<file path="config.mk">
export PLATFORM = sky130hd
export DESIGN_NAME = ps2_key_serializer_flat
export DESIGN_NICKNAME = d
export VERILOG_FILES = /design/src/rtl/ps2_key_serializer_pkg.sv /design/src/rtl/ps2_key_serializer_if.sv /design/src/rtl/ps2_key_serializer_fifo.sv /design/src/rtl/ps2_key_serializer.sv /design/src/flat_wrapper.sv
export SDC_FILE = /design/constraint.sdc
export NUM_CORES = 1
export LEC_CHECK = 0
export ABC_AREA = 1
export BUFFER_PORTS_ARGS = -buffer_cell sky130_fd_sc_hd__buf_4
export CAP_MARGIN = 10
export CORE_MARGIN = 2
export CORE_UTILIZATION = 51
export DETAILED_ROUTE_END_ITERATION = 8
export GPL_TIMING_DRIVEN = 0
export PLACE_DENSITY = 0.64
export SYNTH_ARGS = -nofsm -noshare
export SYNTH_HDL_FRONTEND = slang
export SYNTH_SLANG_ARGS = --single-unit
</file>
<file path="constraint.sdc">
create_clock -name clk_sys -period 3.85 [get_ports clk_sys]
set_input_delay 0.5775 -clock clk_sys [delete_from_list [all_inputs] [get_ports clk_sys]]
set_output_delay 0.5775 -clock clk_sys [all_outputs]
set_load 0.02 [all_outputs]
</file>
<file path="src/rtl/ps2_key_serializer_pkg.sv">
// -----------------------------------------------------------------------------
// ps2_ser_pkg
// Shared definitions for the PS/2 key serializer:
//   - PS2_E0 / PS2_F0 : extended-prefix and break-prefix scan bytes
//   - LAST_BIT        : index of the stop bit within an 11-bit frame
//   - ser_state_t     : serializer state encoding
//   - calc_half()     : clk_sys cycles per half PS/2 bit (integer floor)
//   - odd_parity()    : PS/2 parity bit for a data byte
// -----------------------------------------------------------------------------
package ps2_ser_pkg;

    localparam logic [7:0] PS2_E0   = 8'hE0;
    localparam logic [7:0] PS2_F0   = 8'hF0;
    localparam logic [3:0] LAST_BIT = 4'd10;

    typedef enum logic [1:0] {
        IDLE   = 2'd0,
        BIT_HI = 2'd1,
        BIT_LO = 2'd2,
        GAP    = 2'd3
    } ser_state_t;

    function automatic int calc_half(input int clk_hz, input int ps2_hz);
        return clk_hz / (2 * ps2_hz);
    endfunction

    // Parity bit that makes the total count of ones over data+parity odd.
    function automatic logic odd_parity(input logic [7:0] d);
        return ~^d;
    endfunction

endpackage

</file>
<file path="src/rtl/ps2_key_serializer_if.sv">
// -----------------------------------------------------------------------------
// ps2_key_serializer_if
// Bundles the event word from hps_io and the device-side PS/2 lines.
//   ps2_key[10:0] : event word (toggle, press, extended, scan code)
//   ps2_clk       : PS/2 clock, idles high
//   ps2_data      : PS/2 data, idles high
//   busy          : FIFO non-empty or serializer active
//   overflow      : one-cycle pulse when an event is dropped
// Modports: master = event source / line observer, slave = serializer.
// -----------------------------------------------------------------------------
interface ps2_key_serializer_if;

    logic [10:0] ps2_key;
    logic        ps2_clk;
    logic        ps2_data;
    logic        busy;
    logic        overflow;

    modport master (
        output ps2_key,
        input  ps2_clk,
        input  ps2_data,
        input  busy,
        input  overflow
    );

    modport slave (
        input  ps2_key,
        output ps2_clk,
        output ps2_data,
        output busy,
        output overflow
    );

endinterface

</file>
<file path="src/rtl/ps2_key_serializer_fifo.sv">
// -----------------------------------------------------------------------------
// ps2_byte_fifo
// Synchronous byte FIFO with first-word-fall-through read data.
//   clk_sys     : clock
//   reset       : asynchronous active-high reset (empties the FIFO)
//   i_push      : write i_push_data this cycle
//   i_push_data : byte to write
//   i_pop       : consume the byte currently on o_rd_data
//   o_rd_data   : oldest stored byte (valid while o_empty is 0)
//   o_count     : number of stored bytes
//   o_empty     : FIFO holds no bytes
// DEPTH must be a power of two (pointers wrap naturally) and at least 4.
// -----------------------------------------------------------------------------
module ps2_byte_fifo #(
    parameter int DEPTH = 16
) (
    input  logic                     clk_sys,
    input  logic                     reset,
    input  logic                     i_push,
    input  logic [7:0]               i_push_data,
    input  logic                     i_pop,
    output logic [7:0]               o_rd_data,
    output logic [$clog2(DEPTH):0]   o_count,
    output logic                     o_empty
);

    localparam int AW = $clog2(DEPTH);
    localparam logic [AW:0] FULL_COUNT = (AW + 1)'(DEPTH);

    logic [7:0]    r_mem [DEPTH];
    logic [AW-1:0] r_wr_ptr;
    logic [AW-1:0] r_rd_ptr;
    logic [AW:0]   r_count;
    logic          w_do_push;
    logic          w_do_pop;

    // Guard against misuse so pointers and count can never disagree.
    assign w_do_push = i_push && (r_count != FULL_COUNT);
    assign w_do_pop  = i_pop && (r_count != {(AW + 1){1'b0}});

    // Storage array: plain registers, contents are don't-care after reset.
    always_ff @(posedge clk_sys) begin
        if (w_do_push) begin
            r_mem[r_wr_ptr] <= i_push_data;
        end
    end

    // Pointers and occupancy count.
    always_ff @(posedge clk_sys or posedge reset) begin
        if (reset) begin
            r_wr_ptr <= {AW{1'b0}};
            r_rd_ptr <= {AW{1'b0}};
            r_count  <= {(AW + 1){1'b0}};
        end else begin
            if (w_do_push) begin
                r_wr_ptr <= r_wr_ptr + AW'(1);
            end
            if (w_do_pop) begin
                r_rd_ptr <= r_rd_ptr + AW'(1);
            end
            case ({w_do_push, w_do_pop})
                2'b10:   r_count <= r_count + (AW + 1)'(1);
                2'b01:   r_count <= r_count - (AW + 1)'(1);
                default: r_count <= r_count;
            endcase
        end
    end

    assign o_rd_data = r_mem[r_rd_ptr];
    assign o_count   = r_count;
    assign o_empty   = (r_count == {(AW + 1){1'b0}});

endmodule

</file>
<file path="src/rtl/ps2_key_serializer.sv">
// -----------------------------------------------------------------------------
// ps2_key_serializer
// Turns hps_io key events into a PS/2 device-side serial stream.
//   clk_sys : system clock (only clock)
//   reset   : asynchronous active-high reset; aborts any frame, lines go high
//   bus     : slave modport of ps2_key_serializer_if
//             (ps2_key in; ps2_clk, ps2_data, busy, overflow out)
// Parameters: CLK_HZ, PS2_HZ set the bit rate (HALF = CLK_HZ/(2*PS2_HZ));
//             FIFO_DEPTH is the byte buffer depth (power of two, >= 4).
// An event becomes [E0 if ext][F0 if release] code; the whole list is queued
// or the whole event is dropped with an overflow pulse.
// -----------------------------------------------------------------------------
module ps2_key_serializer
    import ps2_ser_pkg::*;
#(
    parameter int CLK_HZ     = 28_636_360,
    parameter int PS2_HZ     = 12_500,
    parameter int FIFO_DEPTH = 16
) (
    input  logic clk_sys,
    input  logic reset,
    ps2_key_serializer_if.slave bus
);

    localparam int HALF = calc_half(CLK_HZ, PS2_HZ);
    localparam int CW   = $clog2(4 * HALF) + 1;
    localparam int AW   = $clog2(FIFO_DEPTH);

    localparam logic [CW-1:0] HALF_LAST = CW'(HALF - 1);
    // The IDLE cycle that pops the next byte completes the 4*HALF high gap,
    // so GAP itself runs one cycle short; start-to-start is exactly 26*HALF.
    localparam logic [CW-1:0] GAP_LAST  = CW'(4 * HALF - 2);
    localparam logic [AW:0]   DEPTH_V   = (AW + 1)'(FIFO_DEPTH);

    // ---------------- event detection / encoder ----------------
    logic        r_primed;
    logic        r_last_tog;
    logic [23:0] r_enc_buf;     // pending bytes, next byte in [23:16]
    logic [1:0]  r_enc_cnt;     // bytes still to push; non-zero = encoder busy
    logic        r_overflow;

    logic [23:0] w_list;
    logic [1:0]  w_nbytes;
    logic        w_event;
    logic [AW:0] w_free;
    logic        w_fits;
    logic        w_push;
    logic [7:0]  w_push_data;

    // ---------------- FIFO ----------------
    logic        w_pop;
    logic [7:0]  w_rd_data;
    logic [AW:0] w_count;
    logic        w_empty;

    // ---------------- serializer ----------------
    ser_state_t  r_state;
    ser_state_t  w_state_nxt;
    logic [CW-1:0] r_cnt;
    logic [CW-1:0] w_cnt_nxt;
    logic [3:0]  r_bitcnt;
    logic [3:0]  w_bitcnt_nxt;
    logic [10:0] r_shift;
    logic [10:0] w_shift_nxt;
    logic        r_ps2_clk;
    logic        r_ps2_data;
    logic        r_busy;
    logic        w_clk_nxt;
    logic        w_data_nxt;

    // A new event is only taken once the previous one is fully pushed.
    assign w_event = r_primed && (bus.ps2_key[10] != r_last_tog) && (r_enc_cnt == 2'd0);
    // Free space uses the count before any same-cycle pop.
    assign w_free  = DEPTH_V - w_count;
    assign w_fits  = (w_free >= {{(AW - 1){1'b0}}, w_nbytes});

    // Byte list for the current event word, left-aligned.
    always_comb begin
        w_list   = {bus.ps2_key[7:0], 16'h0000};
        w_nbytes = 2'd1;
        case ({bus.ps2_key[8], ~bus.ps2_key[9]})
            2'b11: begin
                w_list   = {PS2_E0, PS2_F0, bus.ps2_key[7:0]};
                w_nbytes = 2'd3;
            end
            2'b10: begin
                w_list   = {PS2_E0, bus.ps2_key[7:0], 8'h00};
                w_nbytes = 2'd2;
            end
            2'b01: begin
                w_list   = {PS2_F0, bus.ps2_key[7:0], 8'h00};
                w_nbytes = 2'd2;
            end
            default: begin
                w_list   = {bus.ps2_key[7:0], 16'h0000};
                w_nbytes = 2'd1;
            end
        endcase
    end

    // Event acceptance, whole-event drop and one-byte-per-cycle pushing.
    always_ff @(posedge clk_sys or posedge reset) begin
        if (reset) begin
            r_primed   <= 1'b0;
            r_last_tog <= 1'b0;
            r_enc_buf  <= 24'h000000;
            r_enc_cnt  <= 2'd0;
            r_overflow <= 1'b0;
        end else begin
            r_overflow <= 1'b0;
            if (!r_primed) begin
                // Adopt whatever toggle level is present; it is not an event.
                r_primed   <= 1'b1;
                r_last_tog <= bus.ps2_key[10];
            end else if (w_event) begin
                r_last_tog <= bus.ps2_key[10];
                if (w_fits) begin
                    r_enc_buf <= w_list;
                    r_enc_cnt <= w_nbytes;
                end else begin
                    r_overflow <= 1'b1;
                end
            end else if (r_enc_cnt != 2'd0) begin
                r_enc_buf <= {r_enc_buf[15:0], 8'h00};
                r_enc_cnt <= r_enc_cnt - 2'd1;
            end else begin
                r_enc_buf <= r_enc_buf;
            end
        end
    end

    assign w_push      = (r_enc_cnt != 2'd0);
    assign w_push_data = r_enc_buf[23:16];

    ps2_byte_fifo #(
        .DEPTH (FIFO_DEPTH)
    ) u_fifo (
        .clk_sys     (clk_sys),
        .reset       (reset),
        .i_push      (w_push),
        .i_push_data (w_push_data),
        .i_pop       (w_pop),
        .o_rd_data   (w_rd_data),
        .o_count     (w_count),
        .o_empty     (w_empty)
    );

    // Serializer state register.
    always_ff @(posedge clk_sys or posedge reset) begin
        if (reset) begin
            r_state  <= IDLE;
            r_cnt    <= {CW{1'b0}};
            r_bitcnt <= 4'd0;
            r_shift  <= 11'h7FF;
        end else begin
            r_state  <= w_state_nxt;
            r_cnt    <= w_cnt_nxt;
            r_bitcnt <= w_bitcnt_nxt;
            r_shift  <= w_shift_nxt;
        end
    end

    // Serializer next-state logic: pop, bit timing, frame sequencing.
    always_comb begin
        w_state_nxt  = r_state;
        w_cnt_nxt    = r_cnt;
        w_bitcnt_nxt = r_bitcnt;
        w_shift_nxt  = r_shift;
        w_pop        = 1'b0;
        case (r_state)
            IDLE: begin
                if (!w_empty) begin
                    w_pop        = 1'b1;
                    // Frame LSB first: start 0, d[7:0], parity, stop 1.
                    w_shift_nxt  = {1'b1, odd_parity(w_rd_data), w_rd_data, 1'b0};
                    w_bitcnt_nxt = 4'd0;
                    w_cnt_nxt    = {CW{1'b0}};
                    w_state_nxt  = BIT_HI;
                end else begin
                    w_state_nxt  = IDLE;
                end
            end
            BIT_HI: begin
                if (r_cnt == HALF_LAST) begin
                    w_cnt_nxt   = {CW{1'b0}};
                    w_state_nxt = BIT_LO;
                end else begin
                    w_cnt_nxt   = r_cnt + CW'(1);
                end
            end
            BIT_LO: begin
                if (r_cnt == HALF_LAST) begin
                    w_cnt_nxt = {CW{1'b0}};
                    if (r_bitcnt == LAST_BIT) begin
                        w_state_nxt = GAP;
                    end else begin
                        w_bitcnt_nxt = r_bitcnt + 4'd1;
                        w_shift_nxt  = {1'b1, r_shift[10:1]};
                        w_state_nxt  = BIT_HI;
                    end
                end else begin
                    w_cnt_nxt = r_cnt + CW'(1);
                end
            end
            GAP: begin
                if (r_cnt == GAP_LAST) begin
                    w_cnt_nxt   = {CW{1'b0}};
                    w_state_nxt = IDLE;
                end else begin
                    w_cnt_nxt   = r_cnt + CW'(1);
                end
            end
            default: begin
                w_cnt_nxt   = {CW{1'b0}};
                w_state_nxt = IDLE;
            end
        endcase
    end

    // Line levels are derived from the next state so the registered outputs
    // line up with the state they belong to.
    always_comb begin
        w_clk_nxt  = 1'b1;
        w_data_nxt = 1'b1;
        case (w_state_nxt)
            BIT_HI: begin
                w_clk_nxt  = 1'b1;
                w_data_nxt = w_shift_nxt[0];
            end
            BIT_LO: begin
                w_clk_nxt  = 1'b0;
                w_data_nxt = w_shift_nxt[0];
            end
            default: begin
                w_clk_nxt  = 1'b1;
                w_data_nxt = 1'b1;
            end
        endcase
    end

    // Registered line and status outputs.
    always_ff @(posedge clk_sys or posedge reset) begin
        if (reset) begin
            r_ps2_clk  <= 1'b1;
            r_ps2_data <= 1'b1;
            r_busy     <= 1'b0;
        end else begin
            r_ps2_clk  <= w_clk_nxt;
            r_ps2_data <= w_data_nxt;
            r_busy     <= !w_empty || (r_state != IDLE);
        end
    end

    assign bus.ps2_clk  = r_ps2_clk;
    assign bus.ps2_data = r_ps2_data;
    assign bus.busy     = r_busy;
    assign bus.overflow = r_overflow;

endmodule
</file>
<file path="src/flat_wrapper.sv">
// flat-port wrapper written by rule: the top's interface ports become plain ports
module ps2_key_serializer_flat import ps2_ser_pkg::*;
#(
    parameter int CLK_HZ     = 28_636_360,
    parameter int PS2_HZ     = 12_500,
    parameter int FIFO_DEPTH = 16
)
  (clk_sys, reset, bus_ps2_key, bus_ps2_clk, bus_ps2_data, bus_busy, bus_overflow);
  ps2_key_serializer_if bus_i ();
  input  logic clk_sys;
  input  logic reset;
  input wire logic [$bits(bus_i.ps2_key)-1:0] bus_ps2_key;
  output wire logic [$bits(bus_i.ps2_clk)-1:0] bus_ps2_clk;
  output wire logic [$bits(bus_i.ps2_data)-1:0] bus_ps2_data;
  output wire logic [$bits(bus_i.busy)-1:0] bus_busy;
  output wire logic [$bits(bus_i.overflow)-1:0] bus_overflow;
  assign bus_i.ps2_key = bus_ps2_key;
  assign bus_ps2_clk = bus_i.ps2_clk;
  assign bus_ps2_data = bus_i.ps2_data;
  assign bus_busy = bus_i.busy;
  assign bus_overflow = bus_i.overflow;
  ps2_key_serializer #(.CLK_HZ(CLK_HZ), .PS2_HZ(PS2_HZ), .FIFO_DEPTH(FIFO_DEPTH)) u_core (.clk_sys(clk_sys), .reset(reset), .bus(bus_i));
endmodule
</file>
==> summary.md, run 1 <==
| Metric | Value |
|---|---|
| Run status | `completed` |
| Flop2flop setup slack | `310 ps` |
| Syn_nets | `1057` |
| Clock root buffer | `sky130_fd_sc_hd__clkbuf_16` |
| Routability Congestion | `0.916` |
| Num CTS Buffers | `23` |
| Leakage power | `4.75 nW` |
| Commonest non-fill, non-tap cell in the layout | `sky130_fd_sc_hd__nand2_1` |
| Fraction of registers with async set or reset after synthesis | `0.373` |
| Core Rows | `50` |
| Initial core utilization | `0.519` |
| HPWL after detailed placement | `15200 um` |
| Distinct cell type count of the synthesized netlist | `46` |
| # nets final | `1099` |
| DIE AREA | `20200 um2` |
| Number of cells on the worst reg-to-reg path | `15` |
| Total core area | `18700 um2` |
| CTS tree | `yes` |
| Total Routed Length | `22700 um` |
| CP Data Required Time | `4270 ps` |
| Total number of H-tree levels | `1` |
| Antenna violations before repair | `0` |
| Die Height | `142 um` |
| Max frequency | `283 MHz` |
| Number of vias in the routed layout | `6987` |
| Arrival @ worst endpoint | `3960 ps` |
| Setup repair after global routing missed its margin | `no` |
| Final critical-path share of the clock period | `0.918` |
| Initial DRT Pass Iterations | `7` |
| Final hold vios | `0` |
| Final core utilization | `0.581` |
| Violation count after the first detailed-route iteration | `557` |
| Max-slew headroom at the worst pin | `0.371` |
| Setup TNS Final | `0 ps` |
| Origin of the critical flop-to-flop path | `u_core.u_fifo.o_count[0]` |
| Via count of the first global-routing pass | `6626` |
| Total DRC errors in the routed layout | `0` |
| Reported max-cap violation count | `0` |
| Largest fanout on the critical path | `11` |
| Slew at the pin closest to its max-slew limit | `940 ps` |
| Diodes inserted | `0` |
| Critical path class | `reg2reg` |
| Commonest cells after routing, fill and taps aside | `sky130_fd_sc_hd__nand2_1 (283), sky130_fd_sc_hd__edfxtp_1 (128), sky130_fd_sc_hd__inv_1 (115), sky130_fd_sc_hd__nand3_1 (94), sky130_fd_sc_hd__nor2_1 (79)` |
| Total non-filler cell area in the finished layout | `10900 um2` |
| Wire length of the first global-routing pass | `35600 um` |
| Proportion of synthesized chip area in sequential cells | `0.594` |
| Port Buf Inserts | `16` |
| Main flop type after synthesis | `sky130_fd_sc_hd__edfxtp_1` |
| Per-cell via count in the routed design | `5.35` |
| Power density of the placed cells | `602 nW/um2` |
| Number of warnings reported in the yosys synthesis log | `0` |
| Gate count of the mapped netlist | `1015` |
| Setup bufs post-CTS | `0` |
| Average size of a mapped cell | `9.56 um2` |
| Worst Slack Setup Final | `315 ps` |
| Post-placement cell area | `10100 um2` |
| Path class of the lowest-slack min-delay path | `in2async` |
| Cell area after technology mapping | `9710 um2` |
| Detail Route Antenna Nets | `0` |
| DIE WIDTH | `142 um` |
| Maximum VDD drop | `0.392 mV` |
| Largest net degree at the start of global routing | `41` |
| Max Clock Skew | `9.54 ps` |
| Total global routing track utilization | `0.231` |
| Pre-CTS setup slack | `89.9 ps` |
| Routed wire per std cell | `17.3 um` |
| Launching element type of the critical path | `flop` |
| Register bit count reported by yosys | `204` |
| Fin crit period | `3540 ps` |
| Number of pins exceeding their max-slew limit in the final report | `0` |
| Ratio of cells with drive above 1 in the final layout | `0.103` |
| Area delta synth->final | `12.0%` |
| Number of ports placed on the die boundary | `17` |
| EDFF count, synth | `128` |
| Worst reg2reg path endpoint | `u_core.u_fifo.o_count[4]` |
| Total congestion overflow after global routing | `0` |
| Clock sink count | `204` |
| Clock transition at the register clock pins on the worst setup and hold paths after CTS | `60 ps` |
| Number of buffers on the longest clock path | `3` |
| Crit path capture type | `flop` |
| Clock latency on the worst-skew pair | `500 ps` |
| Final setup vio count | `0` |
## repair_timing
item | CTS | global route
hold buffers | 0 | 0
endpoints found under the setup margin | 0 | 1
gates resized for setup | 0 | 2
## power by group
group          total, mW  internal, mW  switching (mW)
registers           3.33          2.95           0.382
clock network       2.13          1.30           0.830
logic               1.09         0.344           0.743
## layout make-up
type	instances	area, um2
Fill cell	1623	7840
Sequential cell	204	5760
Multi-Input combinational cell	645	3220
Clock buffer	31	606
Inverter	126	478
Tap cell	234	293
Buffer	40	249
Timing Repair Buffer	17	140
Clock inverter	10	119
## flip-flops by register name, indices dropped and copies added, names as in the netlist, 2 cells and up
signal / count
u_core.u_fifo.r_mem: 128
u_core.r_enc_buf: 24
u_core.r_cnt: 14
u_core.r_shift: 11
u_core.u_fifo.o_count: 5
u_core.r_bitcnt: 4
u_core.u_fifo.r_rd_ptr: 4
u_core.u_fifo.r_wr_ptr: 4
u_core.r_enc_cnt: 2
u_core.r_state: 2
## synth_stat cells (all sizes together) (13+ instances only)
master  count  share of area
a21oi      34          0.018
xor2       19          0.017
dfrtp      63           0.16
edfxtp    128           0.40
buf        31          0.022
o21ai      41          0.022
nand3      96          0.051
nor2       80          0.032
dfstp      13          0.035
inv       120          0.047
nand2     288           0.11
ha         29          0.037
## layer usage
metal	global-route usage	wire, um
met1	0.324	10000
met2	0.387	10600
met3	0.0336	1620
met4	0.0500	377
met5	0	0
## critical path: stages (launching register included)
cell	delay [ps]
sky130_fd_sc_hd__dfrtp_1	400
sky130_fd_sc_hd__inv_1	100
sky130_fd_sc_hd__ha_1	210
sky130_fd_sc_hd__nand2_1	80
sky130_fd_sc_hd__nor2_1	60
sky130_fd_sc_hd__ha_1	260
sky130_fd_sc_hd__nor2_1	460
sky130_fd_sc_hd__clkbuf_2	420
sky130_fd_sc_hd__ha_1	320
sky130_fd_sc_hd__xor2_1	200
sky130_fd_sc_hd__ha_1	170
sky130_fd_sc_hd__a21oi_1	50
sky130_fd_sc_hd__nor2_1	100
sky130_fd_sc_hd__inv_1	70
sky130_fd_sc_hd__o311ai_0	380
sky130_fd_sc_hd__xor2_1	180
## worst max-delay path by stage
stage	depth (start not counted)	endpoint	from	slack, ps
after global routing	15	u_core.u_fifo.o_count[4]	u_core.u_fifo.o_count[0]	50
after detailed placement	15	u_core.u_fifo.o_count[4]	u_core.u_fifo.o_count[0]	90
after CTS	15	u_core.u_fifo.o_count[4]	u_core.u_fifo.o_count[0]	60
after global placement	15	u_core.u_fifo.o_count[4]	u_core.u_fifo.o_count[0]	60
final	15	u_core.u_fifo.o_count[4]	u_core.u_fifo.o_count[0]	310
after floorplan	15	u_core.u_fifo.o_count[4]	u_core.u_fifo.o_count[0]	900
## through the flow
step	hold slack (ps)	cells	power, mW
6_report	103	1307	6.54
5_1_grt	122	1307	6.89
4_1_cts	107	1307	6.58
3_5_place_dp	478	1266	4.46
3_3_place_gp	482	1265	4.42
2_1_floorplan	457	1015	3.99
## cells by family after synthesis
logic type               count (synthesis)  share of synthesized area
other                                    1                   0.000386
flip-flops                             204                      0.594
AND/OR/NAND/NOR                        483                      0.208
XOR/XNOR                                20                     0.0180
multiplexers                             1                    0.00116
buffers and inverters                  166                     0.0745
adder cells (fa/ha/maj)                 29                     0.0374
AO/OA/AOI/OAI                          111                     0.0665
Power figures use the tool's default switching activity.
==> run 2: changes to the inputs <==
Settings changed: ABC_AREA 1 to 0.
==> summary.md, run 2 <==
| Metric | Value |
|---|---|
| Arrival @ worst endpoint | `3800 ps` |
| Final-layout fill cell count | `1343` |
| Commonest cells after routing, fill and taps aside | `sky130_fd_sc_hd__edfxtp_1 (128), sky130_fd_sc_hd__nand2_1 (77), sky130_fd_sc_hd__dfrtp_1 (63), sky130_fd_sc_hd__o21ai_0 (60), sky130_fd_sc_hd__ha_1 (29)` |
| # nets final | `760` |
| Path class of the lowest-slack min-delay path | `in2async` |
| Total DRC errors in the routed layout | `0` |
| Clock root buffer | `sky130_fd_sc_hd__clkbuf_16` |
| Num CTS Buffers | `23` |
| Hold slack final | `112 ps` |
| Wire length of the first global-routing pass | `29300 um` |
| Number of vias in the routed layout | `5521` |
| Total non-filler cell area in the finished layout | `10300 um2` |
| Per-cell via count in the routed design | `5.75` |
| Initial core utilization | `0.524` |
| Run status | `completed` |
| Total number of H-tree levels | `1` |
| Worst reg2reg path endpoint | `u_core.u_fifo.o_count[4]` |
| Total congestion overflow after global routing | `0` |
| Post-placement cell area | `9510 um2` |
| Met3 Track Usage GR | `0.0346` |
| Launching element type of the critical path | `flop` |
| Number of warnings reported in the yosys synthesis log | `0` |
| Core Rows | `48` |
| Largest net degree at the start of global routing | `41` |
| Gate count of the mapped netlist | `670` |
| Met2 GRT Util | `0.334` |
| DIE AREA | `18900 um2` |
| Setup TNS Final | `0 ps` |
| CP Data Required Time | `4240 ps` |
| Dominant cell type by area after synthesis | `sky130_fd_sc_hd__edfxtp_1` |
| Detail Route Antenna Nets | `0` |
| Switching Power | `1.74 mW` |
| Total global routing track utilization | `0.205` |
| Ratio of cells with drive above 1 in the final layout | `0.161` |
| Fin crit period | `3410 ps` |
| Number of cells on the worst reg-to-reg path | `17` |
| Fraction of power consumed by combinational cells | `0.165` |
| Setup repair after global routing missed its margin | `no` |
| Largest registers | `u_core.u_fifo.r_mem (128), u_core.r_enc_buf (24), u_core.r_cnt (14)` |
| Number of pins exceeding their max-slew limit in the final report | `0` |
| Total core area | `17400 um2` |
| Max-slew headroom at the worst pin | `0.470` |
| Final hold vios | `0` |
| Proportion of synthesized chip area in sequential cells | `0.634` |
| Share of the synthesized area in the top cell type | `0.423` |
| Die Height | `137 um` |
| Global-route layer with the greatest usage | `met2` |
| Cell area after technology mapping | `9090 um2` |
| Clock sink count | `204` |
| EDFF count, synth | `128` |
| GR Util met1 | `0.288` |
| Total Routed Length | `18700 um` |
| Fraction of registers with async set or reset after synthesis | `0.373` |
| Area taken by flip-flops and latches | `5760 um2` |
| Internal power summed over all cells | `4.44 mW` |
| Part of the total power dissipated in the clock network | `0.343` |
| Leakage power | `3.97 nW` |
| Reg power frac | `0.492` |
| Area delta synth->final | `13.6%` |
| Multi-input gate area in the final layout | `3050 um2` |
| Average size of a mapped cell | `13.6 um2` |
| Routed wire per std cell | `19.5 um` |
| Power density of the placed cells | `598 nW/um2` |
| Top cells by count, synth | `sky130_fd_sc_hd__edfxtp_1 (128), sky130_fd_sc_hd__nand2_1 (77), sky130_fd_sc_hd__dfrtp_1 (63), sky130_fd_sc_hd__o21ai_0 (60)` |
| Critical path class | `reg2reg` |
| Crit path capture type | `flop` |
| CTS tree | `yes` |
| Max frequency | `293 MHz` |
| Violation count after the first detailed-route iteration | `349` |
| Quantity of hold-fixing buffers added after cts | `0` |
| Flop2flop setup slack | `440 ps` |
| Clock latency on the worst-skew pair | `520 ps` |
| Top cells by area in the synthesized netlist | `sky130_fd_sc_hd__edfxtp_1 (42%), sky130_fd_sc_hd__dfrtp_1 (17%), sky130_fd_sc_hd__mux4_2 (5.7%)` |
| Top-count cell post-synth | `sky130_fd_sc_hd__edfxtp_1` |
| Final critical-path share of the clock period | `0.886` |
| Initial DRT Pass Iterations | `5` |
| Number of ports placed on the die boundary | `17` |
| Distinct cell type count of the synthesized netlist | `52` |
| Routability Congestion | `0.803` |
| Clock transition at the register clock pins on the worst setup and hold paths after CTS | `60 ps` |
| Commonest non-fill, non-tap cell in the layout | `sky130_fd_sc_hd__edfxtp_1` |
| Syn_nets | `712` |
| Sw frac | `0.282` |
| Largest fanout on the critical path | `9` |
| Via count of the first global-routing pass | `5537` |
| Diodes inserted | `0` |
| Slew at the pin closest to its max-slew limit | `792 ps` |
| Maximum VDD drop | `0.492 mV` |
| Register bit count reported by yosys | `204` |
| DIE WIDTH | `137 um` |
| Origin of the critical flop-to-flop path | `u_core.u_fifo.o_count[1]` |
| Final setup vio count | `0` |
| HPWL after detailed placement | `12400 um` |
| Number of buffers on the longest clock path | `3` |
| Most flop-heavy register | `u_core.u_fifo.r_mem` |
| Antenna violations before repair | `0` |
| Max reg flops | `128` |
| Port Buf Inserts | `16` |
| Main flop type after synthesis | `sky130_fd_sc_hd__edfxtp_1` |
| Reported max-cap violation count | `0` |
| Max Clock Skew | `15.3 ps` |
-- run 2: per-stage QoR --
step	worst slack [ps]	power, mW	utilization	std cells
after floorplan	653	3.70	-	670
after global placement	38.6	4.00	0.547	911
after detailed placement	-50.8	4.07	0.548	912
after CTS	96.8	6.20	0.591	953
after global routing	46.7	6.47	0.595	960
final	438	6.18	0.595	960
-- run 2: power groups by stage --
stage          clock network, mW  registers, mW  logic [mW]
2_1_floorplan                  0           2.97       0.726
3_3_place_gp                   0           3.05       0.950
3_5_place_dp                   0           3.08       0.993
4_1_cts                     2.16           3.04        1.00
5_1_grt                     2.25           3.08        1.14
6_report                    2.12           3.04        1.02
-- run 2: logic make-up (layout without fill, tap and decap cells) --
group	Yosys count	count (layout)	share of synthesized area
DFF	204	204	0.634
and+or+nand+nor	177	177	0.0932
AOI/OAI and AO/OA	131	131	0.0854
buffers and inverters	65	130	0.0322
muxes	37	37	0.0889
adders and majority gates	29	29	0.0399
xor gates and xnor gates	26	26	0.0259
other	1	1	0.000413
-- run 2: worst max path at each step --
stage | startpoint | to | slack, ps | cells after the start
floorplan | u_core.u_fifo.o_count[1] | u_core.u_fifo.o_count[4] | 650 | 18
global placement | u_core.u_fifo.o_count[1] | u_core.u_fifo.o_count[4] | 40 | 18
detailed placement | u_core.u_fifo.o_count[1] | u_core.u_fifo.o_count[4] | -50 | 18
CTS | u_core.u_fifo.o_count[1] | u_core.u_fifo.r_mem[0][4] | 100 | 8
global route | u_core.u_fifo.o_count[1] | u_core.u_fifo.o_count[4] | 50 | 17
finish | u_core.u_fifo.o_count[1] | u_core.u_fifo.o_count[4] | 440 | 17
-- run 2: critical path, cell delays in order, from the launching register on --
cell and delay, ps:
sky130_fd_sc_hd__dfrtp_1 320, sky130_fd_sc_hd__clkbuf_1 290, sky130_fd_sc_hd__inv_1 90, sky130_fd_sc_hd__ha_1 210, sky130_fd_sc_hd__nor3b_2 170, sky130_fd_sc_hd__ha_1 250, sky130_fd_sc_hd__nand2b_2 270, sky130_fd_sc_hd__clkinvlp_4 170
sky130_fd_sc_hd__ha_1 160, sky130_fd_sc_hd__clkbuf_1 280, sky130_fd_sc_hd__xor2_1 180, sky130_fd_sc_hd__ha_1 220, sky130_fd_sc_hd__nor3_1 60, sky130_fd_sc_hd__a21oi_1 150, sky130_fd_sc_hd__o22ai_1 110, sky130_fd_sc_hd__mux2i_1 150
sky130_fd_sc_hd__nor2_1 70, sky130_fd_sc_hd__xnor2_1 130
-- run 2: metal layers --
metal,up-vias,part of all wire
li1,2577,-
met1,2779,0.44
met4,0,0.022
met5,-,0
met3,33,0.048
met2,132,0.49
-- run 2: final cells by class --
class	instances	share of cell area
plain buffers	35	0.0175
clock buffers	27	0.0582
clock inverters	15	0.0142
inverters	29	0.0112
multi-input cells	401	0.295
flip-flops and latches	204	0.558
well taps	225	0.0273
repair buffers	24	0.0184
-- run 2: what timing repair did --
action                                  CTS  global route
gates resized for setup                   0             5
cloned                                    0             0
endpoints found under the setup margin    1             2
buffers inserted                          0             3
